--- src/rtl/exu_lsu_pkg.sv ---
// exu_lsu_pkg: FSM encodings, request-type bit positions and the timeout default
// shared by the load/store unit, its lane aligner and the testbench.
package exu_lsu_pkg;

    localparam logic [1:0] ST_IDLE = 2'd0;
    localparam logic [1:0] ST_REQ  = 2'd1;
    localparam logic [1:0] ST_RSP  = 2'd2;
    localparam logic [1:0] ST_DONE = 2'd3;

    // rdtype is {signed, byte, half, word}; wtype is {sb, sh, sw}
    localparam int RD_SIGNED = 3;
    localparam int RD_BYTE   = 2;
    localparam int RD_HALF   = 1;
    localparam int RD_WORD   = 0;

    localparam int WT_SB = 2;
    localparam int WT_SH = 1;
    localparam int WT_SW = 0;

    localparam int LSU_TIMEOUT_DEFAULT = 256;

    typedef struct packed {
        logic [31:0] addr;
        logic        we;
        logic [2:0]  wtype;
        logic [3:0]  rdtype;
        logic [31:0] wdata;
    } lsu_req_t;

endpackage

--- src/rtl/lsu_lane_align.sv ---
// lsu_lane_align: combinational byte-lane steering; store strobes/replicated data
// and load lane extraction with sign or zero extension.
module lsu_lane_align
    import exu_lsu_pkg::*;
(
    input  logic [2:0]  wtype,
    input  logic [3:0]  rdtype,
    input  logic [1:0]  addr_lo,
    input  logic [31:0] store_data,
    input  logic [31:0] load_word,
    output logic [3:0]  wstrb,
    output logic [31:0] wdata,
    output logic [31:0] load_data
);

    logic [7:0]  load_byte;
    logic [15:0] load_half;

    always_comb begin
        wstrb = 4'b0000;
        wdata = 32'h0;
        if (wtype[WT_SB]) begin
            wstrb = 4'b0001 << addr_lo;
            wdata = {4{store_data[7:0]}};
        end else if (wtype[WT_SH]) begin
            wstrb = 4'b0011 << {addr_lo[1], 1'b0};
            wdata = {2{store_data[15:0]}};
        end else if (wtype[WT_SW]) begin
            wstrb = 4'hF;
            wdata = store_data;
        end
    end

    assign load_byte = load_word[{addr_lo, 3'b000} +: 8];
    assign load_half = addr_lo[1] ? load_word[31:16] : load_word[15:0];

    always_comb begin
        load_data = 32'h0;
        if (rdtype[RD_BYTE]) begin
            load_data = {{24{rdtype[RD_SIGNED] & load_byte[7]}}, load_byte};
        end else if (rdtype[RD_HALF]) begin
            load_data = {{16{rdtype[RD_SIGNED] & load_half[15]}}, load_half};
        end else if (rdtype[RD_WORD]) begin
            load_data = load_word;
        end
    end

endmodule

--- src/rtl/exu_lsu.sv ---
// exu_lsu: load/store unit issuing one single-beat access per request on a valid/ready bus.
// Define LSU_MISALIGN_EXC_EN to trap misaligned half/word accesses instead of force-aligning them.
module exu_lsu
    import exu_lsu_pkg::*;
#(
    parameter int TIMEOUT_CYC = LSU_TIMEOUT_DEFAULT
) (
    input  logic        clk,
    input  logic        rst,
    input  logic        i_mem_wreq,
    input  logic        i_mem_rreq,
    input  logic [2:0]  i_mem_wtype,
    input  logic [3:0]  i_mem_rdtype,
    input  logic [31:0] i_mem_addr,
    input  logic [31:0] i_mem_wdata,
    output logic        o_lsu_busy,
    output logic        o_wb_valid,
    output logic [31:0] o_wb_data,
    output logic        o_lsu_err,
    output logic        o_bus_req_valid,
    input  logic        i_bus_req_ready,
    output logic [31:0] o_bus_addr,
    output logic        o_bus_we,
    output logic [3:0]  o_bus_wstrb,
    output logic [31:0] o_bus_wdata,
    input  logic        i_bus_rsp_valid,
    input  logic        i_bus_rsp_err,
    input  logic [31:0] i_bus_rdata
);

    localparam int CNT_W = (TIMEOUT_CYC > 1) ? $clog2(TIMEOUT_CYC) : 1;

    logic [1:0]       state;
    logic [1:0]       state_nxt;
    lsu_req_t         req;
    logic [CNT_W-1:0] tmo_cnt;
    logic [31:0]      wb_data_q;
    logic             wb_err_q;

    logic             new_req;
    logic             is_half;
    logic             is_word;
    logic             trap;
    logic             tmo_hit;
    logic [31:0]      cap_addr;
    logic [31:0]      load_data;

    assign new_req = i_mem_wreq | i_mem_rreq;
    assign is_half = i_mem_wreq ? i_mem_wtype[WT_SH] : i_mem_rdtype[RD_HALF];
    assign is_word = i_mem_wreq ? i_mem_wtype[WT_SW] : i_mem_rdtype[RD_WORD];

`ifdef LSU_MISALIGN_EXC_EN
    assign trap     = (is_half && i_mem_addr[0]) || (is_word && i_mem_addr[1:0] != 2'b00);
    assign cap_addr = i_mem_addr;
`else
    assign trap     = 1'b0;
    assign cap_addr = {i_mem_addr[31:2],
                       is_word ? 1'b0 : i_mem_addr[1],
                       (is_word || is_half) ? 1'b0 : i_mem_addr[0]};
`endif

    assign tmo_hit = (TIMEOUT_CYC != 0) && (tmo_cnt == CNT_W'(TIMEOUT_CYC - 1));

    lsu_lane_align u_align (
        .wtype      (req.wtype),
        .rdtype     (req.rdtype),
        .addr_lo    (req.addr[1:0]),
        .store_data (req.wdata),
        .load_word  (i_bus_rdata),
        .wstrb      (o_bus_wstrb),
        .wdata      (o_bus_wdata),
        .load_data  (load_data)
    );

    // Handshake and response both beat the timeout when they land on the same cycle.
    always_comb begin
        state_nxt = state;
        case (state)
            ST_IDLE: if (new_req) state_nxt = trap ? ST_DONE : ST_REQ;
            ST_REQ: begin
                if (i_bus_req_ready)  state_nxt = ST_RSP;
                else if (tmo_hit)     state_nxt = ST_DONE;
            end
            ST_RSP: begin
                if (i_bus_rsp_valid)  state_nxt = ST_DONE;
                else if (tmo_hit)     state_nxt = ST_DONE;
            end
            default: state_nxt = ST_IDLE;
        endcase
    end

    always_ff @(posedge clk or posedge rst) begin
        if (rst) begin
            state     <= ST_IDLE;
            req       <= '0;
            tmo_cnt   <= '0;
            wb_data_q <= 32'h0;
            wb_err_q  <= 1'b0;
        end else begin
            state <= state_nxt;
            case (state)
                ST_IDLE: begin
                    if (new_req) begin
                        req.addr   <= cap_addr;
                        req.we     <= i_mem_wreq;
                        req.wtype  <= i_mem_wreq ? i_mem_wtype : 3'b000;
                        req.rdtype <= i_mem_wreq ? 4'b0000 : i_mem_rdtype;
                        req.wdata  <= i_mem_wdata;
                        tmo_cnt    <= '0;
                        wb_err_q   <= trap;
                        wb_data_q  <= 32'h0;
                    end
                end
                ST_REQ: begin
                    if (i_bus_req_ready) begin
                        tmo_cnt <= '0;
                    end else if (tmo_hit) begin
                        wb_err_q  <= 1'b1;
                        wb_data_q <= 32'h0;
                    end else begin
                        tmo_cnt <= tmo_cnt + 1'b1;
                    end
                end
                ST_RSP: begin
                    if (i_bus_rsp_valid) begin
                        wb_err_q  <= i_bus_rsp_err;
                        wb_data_q <= (i_bus_rsp_err || req.we) ? 32'h0 : load_data;
                    end else if (tmo_hit) begin
                        wb_err_q  <= 1'b1;
                        wb_data_q <= 32'h0;
                    end else begin
                        tmo_cnt <= tmo_cnt + 1'b1;
                    end
                end
                default: begin
                    wb_err_q  <= 1'b0;
                    wb_data_q <= 32'h0;
                end
            endcase
        end
    end

    assign o_lsu_busy      = (state == ST_IDLE && new_req) || state == ST_REQ || state == ST_RSP;
    assign o_wb_valid      = (state == ST_DONE);
    assign o_wb_data       = wb_data_q;
    assign o_lsu_err       = wb_err_q;
    assign o_bus_req_valid = (state == ST_REQ);
    assign o_bus_addr      = {req.addr[31:2], 2'b00};
    assign o_bus_we        = req.we;

    // A simultaneous store and load request is a pipeline bug; the store wins in hardware.
    a_no_dual_req: assert property (@(posedge clk) disable iff (rst)
        !(state == ST_IDLE && i_mem_wreq && i_mem_rreq));

endmodule

--- config.mk ---
export PLATFORM = sky130hd
export DESIGN_NAME = exu_lsu
export DESIGN_NICKNAME = d
export VERILOG_FILES = /design/src/rtl/exu_lsu_pkg.sv /design/src/rtl/lsu_lane_align.sv /design/src/rtl/exu_lsu.sv
export SDC_FILE = /design/constraint.sdc
export NUM_CORES = 1
export LEC_CHECK = 0
export BUFFER_PORTS_ARGS = -buffer_cell sky130_fd_sc_hd__buf_4
export CAP_MARGIN = 0
export CORE_MARGIN = 1
export CORE_UTILIZATION = 50
export CTS_CLUSTER_DIAMETER = 200
export DETAILED_ROUTE_END_ITERATION = 6
export PLACE_DENSITY = 0.87
export SETUP_SLACK_MARGIN = 0.1
export SLEW_MARGIN = 20
export SYNTH_ARGS = -nofsm -noshare
export SYNTH_HDL_FRONTEND = slang
export SYNTH_SLANG_ARGS = --single-unit
--- constraint.sdc ---
create_clock -name clk -period 5.45 [get_ports clk]
set_input_delay 1.09 -clock clk [delete_from_list [all_inputs] [get_ports clk]]
set_output_delay 1.09 -clock clk [all_outputs]
set_load 0.005 [all_outputs]
Word level (Yosys, flattened, before mapping)
Cells that the tools add are included.
{"block": "op_classes", "add_sub_neg": 1, "n_eq_ne": 7, "shift": 3, "n_mux": 37, "n_bitwise": 3, "n_reduce_logical": 10}
{"cell": "$mux 32", "n": 11}
{"cell": "$pmux 32 s3", "n": 1}
{"cell": "$mux 8", "n": 4}
{"cell": "$shiftx 32x6->8", "n": 1}
{"cell": "$pmux 8 s3", "n": 1}
{"cell": "$mux 16", "n": 1}
{"cell": "$mux 4", "n": 4}
{"cell": "$add 8x1->8 const B", "n": 1}
{"cell": "$eq 8x8->1 const B", "n": 1}
{"cell": "$mux 1", "n": 8}
{"cell": "$mux 2", "n": 4}
{"cell": "$ne 2x2->1 const B", "n": 3}
{"cell": "$pmux 2 s3", "n": 1}
{"cell": "$eq 2x2->1 const B", "n": 2}
{"cell": "$logic_or 1x1->1", "n": 4}
{"cell": "$reduce_and 2->1", "n": 2}
{"cell": "$shl 1x2->4 const A", "n": 1}
{"cell": "$shl 2x2->4 const A", "n": 1}
{"cell": "$mux 3", "n": 1}
{"cell": "$pmux 1 s3", "n": 1}
{"cell": "$reduce_and 3->1", "n": 1}
{"cell": "$reduce_bool 3->1", "n": 1}
{"cell": "$and 1x1->1", "n": 2}
{"cell": "$eq 2x1->1 const B", "n": 1}
{"cell": "other kinds (3)", "n": 3}
{"block": "totals", "ff_bits": 115, "in_bits": 110, "out_inout_bits": 105, "elab_cells": 70}

Longest topological paths before layout
Gate-level depths: netlist (run 1).
{"block": "logic_depth", "depth_word": 7, "mapped_depth": 9, "mapped_depth_nobuf": 6}

Hierarchy
From an unflattened synthesis (run 1), not the netlist that was laid out.
{"block": "unflattened", "hier_cells": 648, "area_unflattened_um2": 6583.8}
{"module": "exu_lsu", "instances": 1, "cells_each": 451, "area_each_um2": 5345.1, "seq_area_each_um2": 2877.8}
{"module": "lsu_lane_align", "instances": 1, "cells_each": 197, "area_each_um2": 1238.7, "seq_area_each_um2": 0.0}

Worst setup path after synthesis (run 1)
No wires, ideal clock.
{"block": "synth_timing", "kind": "input-to-output", "start": "in i_mem_wreq", "end": "out o_lsu_busy", "arrival_time_ns": 2.098, "required_time_ns": 4.360, "setup_slack_ns": 2.262, "cell_stages": 5, "n_path_buf": 3, "cell_sequence": "buf_2 o21ai_1 buf_2 clkbuf_1 nand2_1"}
{"block": "synth_via", "elab_chain_cells": 4}
{"element": "from (decl)", "line": "exu_lsu.sv:10", "text": "input logic i_mem_wreq,"}
{"element": "$or 1x1->1", "line": "exu_lsu.sv:48", "text": "assign new_req = i_mem_wreq | i_mem_rreq;"}
{"element": "$logic_and 1x1->1", "line": "exu_lsu.sv:143", "text": "assign o_lsu_busy = (state == ST_IDLE && new_req) || state == ST_REQ || state == ST_RSP;"}
{"element": "$logic_or 1x1->1 (2 in a row)", "line": "exu_lsu.sv:143"}
{"element": "to (decl)", "line": "exu_lsu.sv:16", "text": "output logic o_lsu_busy,"}
Every way passes these cells.

Worst setup path after layout (run 1)
Ends and elaborated chain as after synthesis.

==> results of run 1 <==
cell usage in the layout (no fill, tap or decap), types with 3 or more instances in the layout:
master and count:
a22o_1 25, a22oi_1 7, nor3b_1 3, clkbuf_16 17
a221o_1 8, buf_4 217, nand2b_1 5, ha_1 5
inv_6 4, inv_1 8, nor2_1 14, nor3_1 5
nand4_1 4, mux2i_1 3, nor2b_1 15, o31ai_1 4
clkinvlp_4 4, nand2_1 91, mux2_2 70, a21oi_1 13
a222oi_1 6, or4_1 3, o21ai_0 29, nand3_1 14
clkinv_2 3, dfrtp_1 115, o2bb2ai_1 8
metrics by stage:
step	setup WS [ns]	hold WS, ns
6_report	2.03	0.494
5_1_grt	1.91	0.517
4_1_cts	2.02	0.503
3_5_place_dp	2.03	0.487
3_3_place_gp	2.06	0.476
2_1_floorplan	1.32	0.465
cell usage after synthesis, drive strengths merged, types with 2 or more instances:
master   number
dfrtp       115
nand2        91
mux2         70
buf          44
o21ai        31
a22o         25
clkbuf       22
nor2b        15
nand3        14
nor2         14
a21oi        13
inv           9
a221o         8
o2bb2ai       8
a22oi         7
a222oi        6
ha            5
nand2b        5
nand4         5
nor3          5
o31ai         4
mux2i         3
nor3b         3
or4           3
a31oi         2
a32o          2
and2          2
o21a          2
o32ai         2
or3           2
sequential cells by signal, indices dropped and copies added, names as in the netlist:
signal      count
req            41
o_lsu_err       1
o_bus_we        1
state           2
o_bus_addr     30
tmo_cnt         8
o_wb_data      32
worst max path at each step:
| stage | startpoint | to | cells past startpoint |
|---|---|---|---|
| 6_report | i_mem_wreq | o_lsu_busy | 4 |
| 5_1_grt | i_mem_wreq | o_lsu_busy | 4 |
| 4_1_cts | i_mem_wreq | o_lsu_busy | 4 |
| 3_5_place_dp | i_mem_wreq | o_lsu_busy | 4 |
| 3_3_place_gp | i_mem_wreq | o_lsu_busy | 4 |
| 2_1_floorplan | rst | o_bus_addr[10]$_DFFE_PP0P_ | 1 |
routing by layer:
layer,up-vias,GRT usage (%)
li1,2275,-
met1,2438,32.4
met2,222,43.4
met3,33,5.57
met4,0,11.2
met5,-,0
cells by family after synthesis:
family                   count (synthesis)  synth area share, %
AO/OA/AOI/OAI                          115                 14.6
AND/OR/NAND/NOR                        163                 13.0
flip-flops                             115                 49.6
multiplexers                            74                 14.5
adder cells (fa/ha/maj)                  5                 1.08
other                                    1               0.0646
buffers and inverters                   75                 7.18
final cells by class:
cell class,count,area share [%]
sequential,115,36.8
multi-input combinational,359,32.3
timing repair buffer,217,20.8
clock buffer,17,5.43
tap,140,2.24
clock inverter,15,2.01
inverter,9,0.463
worst register-to-register path, delay by kind of cell (launching register included):
family	cells	cell delay (ns)
AOI/OAI and AO/OA	1	0.17
adders and majority gates	1	0.35
DFF	1	0.42
buffers and inverters	1	0.09
and+or+nand+nor	3	1.40
where the power goes:
part / total (mW) / switching (mW) / internal [mW]
sequential: 1.45 / 0.300 / 1.15
clock: 1.09 / 0.413 / 0.675
combinational: 1.94 / 0.912 / 1.03
total: 4.48 / 1.62 / 2.85
==> flow_summary_export.csv, run 1 <==
group,metric,value,unit
critical_path,end_kind,"primary output",
die,io_pins,215,
timing,tns,0,ns
place,post_dp_cell_area,7250,µm²
critical_path,crit_type,"primary input to primary output",
synthesis,netlist.area_leader.share,49.6,%
synthesis,synth_area,5800,µm²
clock_network,cts_buffers,17,
routing,dr_wl_met3,1090,µm
synthesis,synth.distinct_cells,46,
finish,final_cell_area,7830,µm²
routing,first_pass_iters,6,
timing,slew_headroom,35.0,%
clock_network,postCtsHoldBufs,0,
routing,wl_met1,6150,µm
synthesis,synth.avg_cell_area,10.6,µm²
die,die_area,12000,µm²
finish,multiInputGateArea,2530,µm²
synthesis,synthTopCellsByArea,"dfrtp_1, mux2_2, nand2_1, buf_4, a22o_1",
critical_path,r2r_slack,2.94,ns
clock_network,clk_pin_slew,0.05,ns
synthesis,async_reset_ff_share,100,%
finish,diodes,0,
clock_network,htree_levels,4,
timing,fmax,0.292,GHz
pwr,totalPowerFinal,4.48,mW
clock_network,root_buffer,"clkbuf_16",
global_route,antenna_found_initial,0,
routing,viasPerCell,5.70,
critical_path,crit_family,"compound AO/OA/AOI/OAI gates",
hold_path,hold_class,"flop to flop",
pwr,ir_drop,0.389,mV
place,gp_congestion,0.889,
status,status,"finished, final reports clean",
routing,dr.first_iter.drc_count,360,
critical_path,crit_chain,"buf_4 -> o21ai_4 -> nand2_1 -> buf_4",
critical_path,path_buf_inv,2,
timing,fin_skew,0.00883,ns
timing,rsz0062_at_grt,"false",
critical_path,slowest_stage,"o21ai_4",
finish,final_layout_size_suffix_gt1_share,44.9,%
hold_path,worstHoldStart,"o_wb_data[3]$_DFFE_PP0P_",
critical_path,reg2reg_depth,6,
timing,finalSetupViolCount,0,
die,coreArea,11100,µm²
routing,highest_layer,"met4",
clock_network,clock_path_buffers,2,
finish,area_delta_synth_final,34.9,%
flow_run,drv_cap,0,
global_route,grt.overflow.total,0,
place,dp.cells,840,
routing,ant_nets,0,
hold_path,hold-path-cell-count,1,
finish,fin_nets,834,
hold_path,hold-path-endpoint,"o_wb_data[3]$_DFFE_PP0P_",
place,numPortBuffers,212,
routing,vias,4968,
synthesis,yosys_register_bits,115,
critical_path,cp_max_fo,33,
timing,period_needed,3.42,ns
finish,fill_cells,789,
global_route,grt_max_degree,74,
die,rows,38,
synthesis,synth_edf_count,0,
die,floorplan.die.width,110,µm
synthesis,yosysWarnings,0,
routing,drc_errors,0,
pwr,power_density,572,nW/µm²
finish,layout.area.seq,2880,µm²
synthesis,yosysTopAreaCell,"dfrtp_1",
die,start_util,52.4,%
clock_network,cts_resized,0,
global_route,grt_first_pass_wirelength,23500,µm
critical_path,start_kind,"primary input",
clock_network,cts_tree,"built",
critical_path,worstReg2RegEnd,"tmo_cnt[4]$_DFFE_PP0P_",
routing,wl_per_cell,17.9,µm
place,detailed_place_hpwl,11200,µm
critical_path,worstPathArrival,2.33,ns
timing,drv_slew,0,
routing,wl_met2,7970,µm
critical_path,cp_common_cell,"buf_4",
pwr,leakagePower,3.80,nW
synthesis,seq_area_frac_synth,49.6,%
critical_path,required,4.36,ns
routing,drt-total-wl,15600,µm
die,fp.dieH,110,µm
global_route,grt_use_total,26.0,%
finish,finish.utilization,70.7,%
timing,final_hold_viol_count,0,
clock_network,clock_sinks,115,
finish,instances_no_fill,872,
clock_network,post_cts_buffers,0,
critical_path,max_stage_delay,0.78,ns
timing,tightest_slew,0.972,ns
timing,min_period_over_period,62.8,%
global_route,first_global_vias,4801,
synthesis,syn-instance-count,548,
synthesis,synth-main-ff-cell,"dfrtp_1",
clock_network,clk_latency,0.42,ns
critical_path,r2r_start,"state[0]$_DFFE_PP0P_",
Power figures use the tool's default switching activity.
==> run 2: changes to the inputs <==
==> constraint.sdc (replaced) <==
create_clock -name clk -period 3.31 [get_ports clk]
set_input_delay 0.662 -clock clk [delete_from_list [all_inputs] [get_ports clk]]
set_output_delay 0.662 -clock clk [all_outputs]
set_load 0.005 [all_outputs]
==> run 2 against run 1 <==
The run now ends with DRC left. Wire length rose by 2.3%. Sequential power rose by 65%. Combinational power rose by 65%. Non-clock buffer count rose by 1. Sequential share of layout area fell by 0.32 points. Hold slack got worse by 0.14 ns. Clock-buffer cell count did not move. Core utilization rose by 0.62 points. Largest cell class unchanged. Largest power group unchanged.
==> flow_summary_export.csv, run 2 (synthesis results as in run 1) <==
group,metric,value,unit
status,status,"complete, but fails checks",
status,violations,"DRC",
clock_network,htree_levels,4,
timing,fin_skew,0.0112,ns
die,rows,38,
place,gp_congestion,0.955,
timing,period_needed,2.90,ns
routing,dr.first_iter.drc_count,465,
global_route,grt_max_degree,65,
finish,regMostFlops,"req",
clock_network,clk_pin_slew,0.06,ns
clock_network,clock_path_buffers,2,
place,numPortBuffers,212,
timing,drv_slew,0,
clock_network,postCtsHoldBufs,0,
finish,final_layout_size_suffix_gt1_share,45.0,%
routing,drt-total-wl,16000,µm
die,die_area,12000,µm²
routing,wl_per_cell,18.3,µm
timing,tns,0,ns
timing,fmax,0.345,GHz
place,post_dp_cell_area,7290,µm²
finish,layout.area.seq,2880,µm²
pwr,power_density,945,nW/µm²
routing,viasPerCell,5.84,
die,coreArea,11100,µm²
critical_path,crit_type,"flop to primary output",
pwr,p_comb_share,42.8,%
pwr,power_frac_clock,25.1,%
critical_path,worstPathArrival,2.23,ns
critical_path,end_kind,"primary output",
die,start_util,52.4,%
clock_network,root_buffer,"clkbuf_16",
finish,fin_nets,835,
flow_run,drv_cap,0,
critical_path,cp_max_fo,23,
timing,rsz0062_at_grt,"false",
finish,final_cell_area,7900,µm²
pwr,p_switching,2.69,mW
finish,diodes,0,
clock_network,clk_latency,0.42,ns
finish,area_delta_synth_final,36.1,%
pwr,seqPwrFrac,32.1,%
global_route,grt.overflow.total,0,
clock_network,cts_buffers,17,
die,fp.dieH,110,µm
routing,vias,5094,
timing,slew_headroom,41.5,%
routing,drc_errors,28,
timing,final_hold_viol_count,0,
critical_path,start_kind,"flop",
die,io_pins,215,
pwr,totalPowerFinal,7.46,mW
finish,largest_reg_flops,41,
timing,min_period_over_period,87.5,%
place,detailed_place_hpwl,11400,µm
global_route,grt_first_pass_wirelength,24200,µm
finish,multiInputGateArea,2530,µm²
global_route,first_global_vias,4837,
finish,final_cell_mix,"buf_4, dfrtp_1, nand2_1, mux2_2, o21ai_0",
pwr,swShare,36.0,%
critical_path,required,2.65,ns
routing,first_pass_iters,7,
clock_network,cts_resized,0,
global_route,antenna_found_initial,0,
finish,final_common_cell,"buf_4",
finish,finish.utilization,71.3,%
pwr,ir_drop,0.662,mV
hold_path,hold_class,"primary input to async pin",
timing,finalSetupViolCount,0,
global_route,grt_use_total,26.7,%
clock_network,post_cts_buffers,0,
pwr,internal-power,4.78,mW
pwr,leakagePower,3.82,nW
timing,tightest_slew,0.874,ns
routing,ant_nets,0,
clock_network,cts_tree,"built",
clock_network,clock_sinks,115,
die,floorplan.die.width,110,µm
finish,fill_cells,784,
## run 2: worst paths after layout
path,cells past startpoint,start,slack (ns),endpoint
min,3,rst,0.35,req[35]$_DFFE_PP0P_
min in group clk,2,i_mem_wdata[24],0.48,req[24]$_DFFE_PP0P_
max reg2reg,6,state[1]$_DFFE_PP0P_,0.83,tmo_cnt[3]$_DFFE_PP0P_
max in group asynchronous,3,rst,2.37,o_bus_addr[30]$_DFFE_PP0P_
min reg2reg,1,o_wb_data[3]$_DFFE_PP0P_,0.50,o_wb_data[3]$_DFFE_PP0P_
max,4,req[38]$_DFFE_PP0P_,0.41,o_bus_wdata[5]
## run 2: cell type report
| class | count | share of cell area, % |
|---|---|---|
| clock inverters | 15 | 2.34 |
| inverters | 9 | 0.475 |
| multi-input cells | 359 | 32.1 |
| clock buffers | 17 | 5.39 |
| flip-flops and latches | 115 | 36.4 |
| well taps | 140 | 2.22 |
| repair buffers | 218 | 21.0 |
## run 2: worst max-delay path, stage by stage, from the launching register on
cell     delay (ns)
dfrtp_1        0.60
or2_2          0.46
nor2_1         0.47
nor2b_1        0.13
buf_4          0.16
## run 2: per-layer routing
| metal | wire [µm] | vias to the layer above | part of all wire [%] | track usage, % |
|---|---|---|---|---|
| met5 | 0 | - | 0 | 0 |
| met4 | 565 | 0 | 3.5 | 13.1 |
| met3 | 1190 | 53 | 7.4 | 6.99 |
| met2 | 8070 | 286 | 51 | 43.2 |
| met1 | 6130 | 2468 | 38 | 33.2 |
| li1 | - | 2287 | - | - |
## run 2: metrics by stage
stage	setup WS, ns	instances	hold WS, ns
floorplan	0.978	549	0.465
global placement	0.920	841	0.477
detailed placement	0.875	841	0.477
CTS	0.434	873	0.357
global route	0.330	873	0.379
finish	0.413	873	0.352
## run 2: power by group through the flow
stage,clock (mW),sequential (mW),combinational [mW]
4_1_cts,1.89,2.38,3.20
3_3_place_gp,0,2.35,3.08
6_report,1.87,2.39,3.20
2_1_floorplan,0,2.14,2.28
3_5_place_dp,0,2.40,3.18
5_1_grt,1.96,2.45,3.48
